==> src/rtl/hazard_pkg.sv <==
// Shared encodings for the hazard/forwarding controller: writeback sources,
// forward-mux selects, branch kinds and multiplier-tracker states.
package hazard_pkg;

  localparam logic [2:0] WB_ALU  = 3'b000;
  localparam logic [2:0] WB_MEM  = 3'b001;
  localparam logic [2:0] WB_PC8  = 3'b010;
  localparam logic [2:0] WB_MFHI = 3'b011;
  localparam logic [2:0] WB_MFLO = 3'b100;

  localparam logic [1:0] FWD_RF = 2'b00;
  localparam logic [1:0] FWD_W  = 2'b01;
  localparam logic [1:0] FWD_M  = 2'b10;

  localparam logic [1:0] BR_NONE = 2'b00;
  localparam logic [1:0] BR_BEQ  = 2'b01;
  localparam logic [1:0] BR_BNE  = 2'b10;

  typedef enum logic [0:0] {
    MULT_IDLE = 1'b0,
    MULT_BUSY = 1'b1
  } multState_e;

  // $0 is hard-wired to zero, so a write to it never creates a dependency.
  function automatic logic regMatch(input logic [4:0] dst, input logic [4:0] src);
    return (dst != 5'd0) && (dst == src);
  endfunction

endpackage

==> src/rtl/hazard_unit_if.sv <==
// Hazard-control bundle between the 5-stage datapath (master) and the
// hazard unit (slave).
interface hazard_unit_if;

  logic [4:0] RsD;
  logic [4:0] RtD;
  logic [1:0] branchD;
  logic [2:0] WBSrcD;
  logic       MultStartD;

  logic [4:0] RsE;
  logic [4:0] RtE;
  logic [4:0] WriteRegE;
  logic       RegWriteE;
  logic [2:0] WBSrcE;
  logic       MultStartE;
  logic       MultDoneE;

  logic [4:0] WriteRegM;
  logic       RegWriteM;
  logic [2:0] WBSrcM;

  logic [4:0] WriteRegW;
  logic       RegWriteW;

  logic       stallF;
  logic       stallD;
  logic       flushE;
  logic       forwardAD;
  logic       forwardBD;
  logic [1:0] forwardAE;
  logic [1:0] forwardBE;
  logic       mult_err;

  modport master (
    output RsD, RtD, branchD, WBSrcD, MultStartD,
    output RsE, RtE, WriteRegE, RegWriteE, WBSrcE, MultStartE, MultDoneE,
    output WriteRegM, RegWriteM, WBSrcM,
    output WriteRegW, RegWriteW,
    input  stallF, stallD, flushE, forwardAD, forwardBD, forwardAE, forwardBE, mult_err
  );

  modport slave (
    input  RsD, RtD, branchD, WBSrcD, MultStartD,
    input  RsE, RtE, WriteRegE, RegWriteE, WBSrcE, MultStartE, MultDoneE,
    input  WriteRegM, RegWriteM, WBSrcM,
    input  WriteRegW, RegWriteW,
    output stallF, stallD, flushE, forwardAD, forwardBD, forwardAE, forwardBE, mult_err
  );

endinterface

==> src/rtl/hazard_mult_tracker.sv <==
// Multi-cycle multiplier tracker: IDLE/BUSY FSM with a watchdog that aborts a
// multiply that never reports done and latches a sticky error.
module hazard_mult_tracker
  import hazard_pkg::*;
#(
  parameter int unsigned MULT_TIMEOUT = 64
) (
  input  logic clk,
  input  logic rst,
  input  logic multStartE,
  input  logic multDoneE,
  output logic multBusy,
  output logic multErr
);

  localparam logic [0:0] S_IDLE   = MULT_IDLE;
  localparam logic [0:0] S_BUSY   = MULT_BUSY;
  localparam logic [7:0] CNT_LAST = 8'(MULT_TIMEOUT - 1);

  if ((MULT_TIMEOUT < 2) || (MULT_TIMEOUT > 255)) begin : gBadTimeout
    $error("hazard_mult_tracker: MULT_TIMEOUT must be in 2..255");
  end

  logic [0:0] state;
  logic [7:0] cnt;

  always_ff @(posedge clk) begin
    if (rst) begin
      state   <= S_IDLE;
      cnt     <= '0;
      multErr <= 1'b0;
    end else begin
      case (state)
        S_IDLE: begin
          // A stray done with no multiply in flight is ignored.
          if (multStartE) begin
            state <= S_BUSY;
            cnt   <= '0;
          end
        end
        S_BUSY: begin
          if (multDoneE) begin
            // Done coinciding with a new launch chains straight into the next multiply.
            if (!multStartE) state <= S_IDLE;
            cnt <= '0;
          end else if (cnt == CNT_LAST) begin
            state   <= S_IDLE;
            cnt     <= '0;
            multErr <= 1'b1;
          end else begin
            cnt <= cnt + 8'd1;
          end
        end
        default: begin
          state <= S_IDLE;
          cnt   <= '0;
        end
      endcase
    end
  end

  assign multBusy = (state == S_BUSY);

endmodule

==> src/rtl/hazard_unit.sv <==
// Hazard/forwarding controller for the 5-stage MIPS pipeline.
// Optional build macro HAZARD_PERF_CNT_EN adds saturating stall counters.
module hazard_unit
  import hazard_pkg::*;
#(
  parameter int unsigned MULT_TIMEOUT = 64,
  parameter int unsigned CNT_W        = 32
) (
  input  logic             clk,
  input  logic             rst,
  hazard_unit_if.slave     hz
`ifdef HAZARD_PERF_CNT_EN
  ,
  output logic [CNT_W-1:0] lw_stall_cnt,
  output logic [CNT_W-1:0] br_stall_cnt,
  output logic [CNT_W-1:0] mult_stall_cnt
`endif
);

  if (CNT_W < 1) begin : gBadCntW
    $error("hazard_unit: CNT_W must be at least 1");
  end

  logic       multBusy;
  logic       lwStall;
  logic       brStall;
  logic       multStall;
  logic       stall;
  logic       fwdAD;
  logic       fwdBD;
  logic [1:0] fwdAE;
  logic [1:0] fwdBE;

  hazard_mult_tracker #(
    .MULT_TIMEOUT (MULT_TIMEOUT)
  ) u_multTracker (
    .clk        (clk),
    .rst        (rst),
    .multStartE (hz.MultStartE),
    .multDoneE  (hz.MultDoneE),
    .multBusy   (multBusy),
    .multErr    (hz.mult_err)
  );

  always_comb begin
    lwStall = (hz.WBSrcE == WB_MEM) &&
              (regMatch(hz.RtE, hz.RsD) || regMatch(hz.RtE, hz.RtD));

    // Branches resolve in decode, so an ALU result still in E or a load in M cannot be forwarded yet.
    brStall = (hz.branchD != BR_NONE) &&
              ((hz.RegWriteE &&
                (regMatch(hz.WriteRegE, hz.RsD) || regMatch(hz.WriteRegE, hz.RtD))) ||
               ((hz.WBSrcM == WB_MEM) &&
                (regMatch(hz.WriteRegM, hz.RsD) || regMatch(hz.WriteRegM, hz.RtD))));

    multStall = multBusy &&
                ((hz.WBSrcD == WB_MFHI) || (hz.WBSrcD == WB_MFLO) || hz.MultStartD);

    stall = lwStall | brStall | multStall;
  end

  always_comb begin
    fwdAD = hz.RegWriteM && regMatch(hz.WriteRegM, hz.RsD);
    fwdBD = hz.RegWriteM && regMatch(hz.WriteRegM, hz.RtD);

    // The memory stage holds the younger value, so it wins over writeback.
    fwdAE = FWD_RF;
    if (hz.RegWriteM && regMatch(hz.WriteRegM, hz.RsE))      fwdAE = FWD_M;
    else if (hz.RegWriteW && regMatch(hz.WriteRegW, hz.RsE)) fwdAE = FWD_W;

    fwdBE = FWD_RF;
    if (hz.RegWriteM && regMatch(hz.WriteRegM, hz.RtE))      fwdBE = FWD_M;
    else if (hz.RegWriteW && regMatch(hz.WriteRegW, hz.RtE)) fwdBE = FWD_W;
  end

  // Reset holds the pipeline flowing with bubbles injected into execute.
  assign hz.stallF    = stall & ~rst;
  assign hz.stallD    = stall & ~rst;
  assign hz.flushE    = stall | rst;
  assign hz.forwardAD = fwdAD & ~rst;
  assign hz.forwardBD = fwdBD & ~rst;
  assign hz.forwardAE = rst ? FWD_RF : fwdAE;
  assign hz.forwardBE = rst ? FWD_RF : fwdBE;

`ifdef HAZARD_PERF_CNT_EN
  function automatic logic [CNT_W-1:0] satInc(input logic [CNT_W-1:0] v);
    return (&v) ? v : v + 1'b1;
  endfunction

  always_ff @(posedge clk) begin
    if (rst) begin
      lw_stall_cnt   <= '0;
      br_stall_cnt   <= '0;
      mult_stall_cnt <= '0;
    end else begin
      if (lwStall)   lw_stall_cnt   <= satInc(lw_stall_cnt);
      if (brStall)   br_stall_cnt   <= satInc(br_stall_cnt);
      if (multStall) mult_stall_cnt <= satInc(mult_stall_cnt);
    end
  end
`endif

endmodule

==> src/flat_wrapper.sv <==
// flat-port wrapper written by rule: the top's interface ports become plain ports
module hazard_unit_flat import hazard_pkg::*;
#(
  parameter int unsigned MULT_TIMEOUT = 64,
  parameter int unsigned CNT_W        = 32
)
  (clk, rst, hz_RsD, hz_RtD, hz_branchD, hz_WBSrcD, hz_MultStartD, hz_RsE, hz_RtE, hz_WriteRegE, hz_RegWriteE, hz_WBSrcE, hz_MultStartE, hz_MultDoneE, hz_WriteRegM, hz_RegWriteM, hz_WBSrcM, hz_WriteRegW, hz_RegWriteW, hz_stallF, hz_stallD, hz_flushE, hz_forwardAD, hz_forwardBD, hz_forwardAE, hz_forwardBE, hz_mult_err);
  hazard_unit_if hz_i ();
  input  logic clk;
  input  logic rst;
  input wire logic [$bits(hz_i.RsD)-1:0] hz_RsD;
  input wire logic [$bits(hz_i.RtD)-1:0] hz_RtD;
  input wire logic [$bits(hz_i.branchD)-1:0] hz_branchD;
  input wire logic [$bits(hz_i.WBSrcD)-1:0] hz_WBSrcD;
  input wire logic [$bits(hz_i.MultStartD)-1:0] hz_MultStartD;
  input wire logic [$bits(hz_i.RsE)-1:0] hz_RsE;
  input wire logic [$bits(hz_i.RtE)-1:0] hz_RtE;
  input wire logic [$bits(hz_i.WriteRegE)-1:0] hz_WriteRegE;
  input wire logic [$bits(hz_i.RegWriteE)-1:0] hz_RegWriteE;
  input wire logic [$bits(hz_i.WBSrcE)-1:0] hz_WBSrcE;
  input wire logic [$bits(hz_i.MultStartE)-1:0] hz_MultStartE;
  input wire logic [$bits(hz_i.MultDoneE)-1:0] hz_MultDoneE;
  input wire logic [$bits(hz_i.WriteRegM)-1:0] hz_WriteRegM;
  input wire logic [$bits(hz_i.RegWriteM)-1:0] hz_RegWriteM;
  input wire logic [$bits(hz_i.WBSrcM)-1:0] hz_WBSrcM;
  input wire logic [$bits(hz_i.WriteRegW)-1:0] hz_WriteRegW;
  input wire logic [$bits(hz_i.RegWriteW)-1:0] hz_RegWriteW;
  output wire logic [$bits(hz_i.stallF)-1:0] hz_stallF;
  output wire logic [$bits(hz_i.stallD)-1:0] hz_stallD;
  output wire logic [$bits(hz_i.flushE)-1:0] hz_flushE;
  output wire logic [$bits(hz_i.forwardAD)-1:0] hz_forwardAD;
  output wire logic [$bits(hz_i.forwardBD)-1:0] hz_forwardBD;
  output wire logic [$bits(hz_i.forwardAE)-1:0] hz_forwardAE;
  output wire logic [$bits(hz_i.forwardBE)-1:0] hz_forwardBE;
  output wire logic [$bits(hz_i.mult_err)-1:0] hz_mult_err;
  assign hz_i.RsD = hz_RsD;
  assign hz_i.RtD = hz_RtD;
  assign hz_i.branchD = hz_branchD;
  assign hz_i.WBSrcD = hz_WBSrcD;
  assign hz_i.MultStartD = hz_MultStartD;
  assign hz_i.RsE = hz_RsE;
  assign hz_i.RtE = hz_RtE;
  assign hz_i.WriteRegE = hz_WriteRegE;
  assign hz_i.RegWriteE = hz_RegWriteE;
  assign hz_i.WBSrcE = hz_WBSrcE;
  assign hz_i.MultStartE = hz_MultStartE;
  assign hz_i.MultDoneE = hz_MultDoneE;
  assign hz_i.WriteRegM = hz_WriteRegM;
  assign hz_i.RegWriteM = hz_RegWriteM;
  assign hz_i.WBSrcM = hz_WBSrcM;
  assign hz_i.WriteRegW = hz_WriteRegW;
  assign hz_i.RegWriteW = hz_RegWriteW;
  assign hz_stallF = hz_i.stallF;
  assign hz_stallD = hz_i.stallD;
  assign hz_flushE = hz_i.flushE;
  assign hz_forwardAD = hz_i.forwardAD;
  assign hz_forwardBD = hz_i.forwardBD;
  assign hz_forwardAE = hz_i.forwardAE;
  assign hz_forwardBE = hz_i.forwardBE;
  assign hz_mult_err = hz_i.mult_err;
  hazard_unit #(.MULT_TIMEOUT(MULT_TIMEOUT), .CNT_W(CNT_W)) u_core (.clk(clk), .rst(rst), .hz(hz_i));
endmodule
==> config.mk <==
export PLATFORM = sky130hd
export DESIGN_NAME = hazard_unit_flat
export DESIGN_NICKNAME = d
export VERILOG_FILES = /design/src/rtl/hazard_pkg.sv /design/src/rtl/hazard_unit_if.sv /design/src/rtl/hazard_mult_tracker.sv /design/src/rtl/hazard_unit.sv /design/src/flat_wrapper.sv
export SDC_FILE = /design/constraint.sdc
export NUM_CORES = 1
export LEC_CHECK = 0
export BUFFER_PORTS_ARGS = -buffer_cell sky130_fd_sc_hd__buf_4
export CAP_MARGIN = 10
export CORE_MARGIN = 5
export CORE_UTILIZATION = 45
export DETAILED_ROUTE_END_ITERATION = 10
export PLACE_DENSITY = 0.79
export SKIP_CTS_REPAIR_TIMING = 1
export SLEW_MARGIN = 20
export SYNTH_ARGS = -nofsm -noshare
export SYNTH_HDL_FRONTEND = slang
export SYNTH_SLANG_ARGS = --single-unit
export TNS_END_PERCENT = 5
==> constraint.sdc <==
create_clock -name clk -period 4.45 [get_ports clk]
set_clock_uncertainty 0.15 [all_clocks]
set_input_delay 0.2225 -clock clk [delete_from_list [all_inputs] [get_ports clk]]
set_output_delay 0.2225 -clock clk [all_outputs]
set_load 0.05 [all_outputs]
# Yosys cells after proc, flatten, opt, wreduce, memory -nomap -nowiden

Index checks and enable logic that the tools add are counted.

$add $sub $neg: 1
Eq/ne operators: 16
Multiplexer cells: 14
Bitwise logic cells: 9
Reduce and logical (&&, ||, !) cells: 33

Operators by type and width:

| operator                                            | count |
|---|---|
| equality test 5 bit                                 | 10 |
| 2-to-1 mux 8 bit                                    | 3 |
| logical AND 1 bit                                   | 21 |
| nonzero test 5 bit                                  | 4 |
| case mux 8 bit (2 select lines)                     | 1 |
| adder 8 x 1 -> 8 bit, second input constant         | 1 |
| equality test 8 x 6 -> 1 bit, second input constant | 1 |
| 2-to-1 mux 2 bit                                    | 4 |
| equality test 3 x 1 -> 1 bit, second input constant | 2 |
| logical OR 1 bit                                    | 6 |
| 2-to-1 mux 1 bit                                    | 5 |
| AND 1 bit                                           | 3 |
| equality test 3 x 2 -> 1 bit, second input constant | 1 |
| equality test 3 bit, second input constant          | 1 |
| inverter 1 bit                                      | 3 |
| bitwise OR 1 bit                                    | 3 |
| AND reduction 3 bit                                 | 1 |
| inequality test 2 bit, second input constant        | 1 |
| case mux 1 bit (2 select lines)                     | 1 |
| nonzero test 2 bit                                  | 1 |

Bits in registers: 10
Output and inout bits: 10

# Depth between registers and ports, before layout

Word-level depth: 9
Depth in mapped cells: 7
Mapped depth without buffers: 6

# By module

Synthesis repeated with hierarchy kept, for this count alone.

Cells, all modules: 172
Area total of the unflattened synthesis: 1270.0 um2

By module, submodules not included:

| module              | times used | cells each | area an instance (um2) | sequential area each (um2) |
|---|---|---|---|---|
| hazard_unit         | 1          | 114        | 784.5                  | 0.0 |
| hazard_mult_tracker | 1          | 58         | 485.5                  | 200.2 |

# Worst setup path after synthesis

Ideal clock, no wire load.

Kind: input -> output
Start point: input rst
End point: output hz_forwardAE[0]
Data arrival time: 2.482 ns
Required time: 4.078 ns
Slack: 1.595 ns
Cell stages on the path: 5
Buffers on the path: 1
Path through: clkbuf_2 -> nor2b_1 -> o21ai_1 -> or4_1 -> nor4_1

Word-level cells in the longest chain between the ends: 1

RTL lines:

| what             | RTL line           | source |
|---|---|---|
| start, declared  | flat_wrapper.sv:10 | `input logic rst;` |
| 2-to-1 mux 2 bit | hazard_unit.sv:82  | `assign hz.forwardAE = rst ? FWD_RF : fwdAE;` |
| end, declared    | flat_wrapper.sv:33 | `output wire logic [$bits(hz_i.forwardAE)-1:0] hz_forwardAE;` |

Every way passes these cells.

# Worst setup path in the final report

Same ends and word-level chain as after synthesis.

==> flow_summary.toml <==
[run_status]
outcome = "finished, final reports clean"

[clock_network]
clock_latency_ns = 0.27
cts-root-buf = "clkbuf_4"
cts-buffers-inserted = 3
cts_sinks = 10
cts_max_level = 1
clk_pin_slew_ns = 0.07
clockBufferDepth = 2
cts_tree = "done"

[detailed_routing]
drc = 0
drt-total-wl_um = 3599
ant_nets = 0
top_layer = "met4"
first_pass_iters = 4
num_vias = 1356
avgRoutedWirePerCell_um = 13.90
wl_met2_um = 1824
wl_met3_um = 189
m1WireLength_um = 1541
first_iter_violations = 112
viasPerCell = 5.236

[yosys]
syn_inst = 174
syn_area_sq_um = 1270
ys_ff_latch = 10
syn_nets = 229
synth_edf_count = 0
seq_area_frac_synth_pct = 15.76
avgSynthCellArea_sq_um = 7.299
async_reset_ff_share_pct = 0
yosys.cell_types.count = 36
synthFlopType = "dfxtp_1"
yosys_warnings = 0

[final_layout]
multi_input_area_sq_um = 999.7
n_antenna_cell = 0
layout_commonest_cell = "buf_4"
fill_cells = 249
drive_above_1_share_pct = 31.14
final_area_sq_um = 1748
final_nets = 284
syn2layout_area_growth_pct = 37.64
regArea_sq_um = 200.2
mostFrequentLayoutCells = "63 x buf_4, 36 x xnor2_1, 18 x nor2_1"

[timing]
slew-limit-headroom_pct = 67.69
worstMarginPinSlew_ns = 0.4793
fin_crit_ns = 1.950
finalSetupTns_ns = 0
setup_violations = 0
hold_viol = 0
hold_ws_ns = 0.06394
fin_crit_sh_pct = 43.82
rsz0062_at_grt = "false"
slew_viol_final = 0
timing.fmax_mhz = 512.8

[setup_path]
crit_path_start_kind = "input port"
critPathRequiredTime_ns = 4.08
cp_max_fo = 17
critical_path_class = "input port to output pin"
worstPathArrival_ns = 1.58
end_kind = "output pin"

[global_routing]
grt_overflow = 0
track_usage_pct = 17.14
grt_pass1_wl_um = 5740
grt_pass1_vias = 1286
grt_start_max_net_pins = 18
antenna_found_initial = 0

[floorplanning]
ioPinCount = 64
fp.coreArea_sq_um = 2734
dieArea_sq_um = 3985
rows = 19
die_w_um = 63.13
die_h_um = 63.13
initial_utilization_pct = 46.45

[pwr]
p_per_area_nw_per_um2 = 177.1
power.leakage_nw = 0.6896
ir_worst_vdd_uv = 256.1

[placed_design]
dp_hpwl_um = 3080
port_buffers = 63
gp_congestion = 0.8516
placed_area_sq_um = 1712

[worst_hold_path]
hold_path_class = "input port to register"

[flow_run]
drv_cap = 0
## critical path, cell delays in order
cell and delay [ns]:
buf_4 0.17, nor2b_1 0.11, o21ai_1 0.08, or4_1 0.53, nor4_1 0.20, buf_4 0.25
## cells in the mapped netlist (all sizes together) (2+ instances only)
master | count | area share (%)
nor3 | 8 | 3.2
o21ai | 7 | 2.8
nand4b | 2 | 1.4
clkbuf | 4 | 1.3
or4 | 4 | 2.4
nor3b | 2 | 1.2
nor2 | 18 | 5.3
o22ai | 2 | 0.99
a21oi | 7 | 2.8
xor2 | 14 | 9.7
nor4 | 5 | 3.0
buf | 9 | 4.2
xnor2 | 36 | 25
a311oi | 3 | 2.1
nand3 | 12 | 4.7
nand2 | 17 | 5.0
dfxtp | 10 | 16
a22oi | 2 | 1.6
## cells by family after synthesis
| logic type | Yosys count | synth area share, % |
|---|---|---|
| adder cells (fa/ha/maj) | 1 | 0.9851 |
| XOR/XNOR | 50 | 34.48 |
| flip-flops | 10 | 15.76 |
| AO/OA/AOI/OAI | 26 | 13.89 |
| buffers and inverters | 13 | 5.517 |
| AND/OR/NAND/NOR | 74 | 29.36 |
## power breakdown
part	total, W	leakage, nW	switching, W	internal, W
sequential	0.0000918	0.0809	0.00000123	0.0000906
combinational	0.000136	0.588	0.0000656	0.0000704
clock	0.0000818	0.0210	0.0000321	0.0000497
total	0.000310	0.690	0.0000989	0.000211
## state kept, by name, indices dropped and copies added, names as in the netlist
register,flops
u_core.u_multTracker.cnt,8
u_core.u_multTracker.multBusy,1
u_core.u_multTracker.multErr,1
## layout make-up
class	instances	area share, %
multi-input combinational	151	57.19
sequential	10	11.45
timing repair buffer	63	27.06
tap	31	2.219
clock buffer	4	2.076
## worst paths after layout
kind / from / to / slack, ns / depth (start not counted)
setup / recovery: rst / hz_forwardAE[0] / 2.50 / 6
hold / removal: hz_MultStartE / u_core.u_multTracker.multBusy / 0.06 / 3
setup reg to reg: u_core.u_multTracker.cnt[0] / u_core.u_multTracker.cnt[3] / 2.50 / 6
hold reg to reg: u_core.u_multTracker.multErr / u_core.u_multTracker.multErr / 0.33 / 2
## per-layer routing
layer	vias to the layer above	global-route usage, %
li1	710	-
met5	-	0
met4	0	2.653
met3	6	3.020
met2	37	30.77
met1	603	21.49
## per-stage QoR
step                      total power, W  utilization, %  setup slack, ns  std cells
after floorplan                0.0001737               -            1.595        174
after global placement         0.0002287           62.61            2.520        255
after detailed placement       0.0002302           62.61            2.510        255
after CTS                      0.0003117           63.94            2.510        259
after global routing           0.0003299           63.94            2.332        259
final                          0.0003096           63.94            2.500        259
Note: power is estimated with default switching activity, not from simulation.
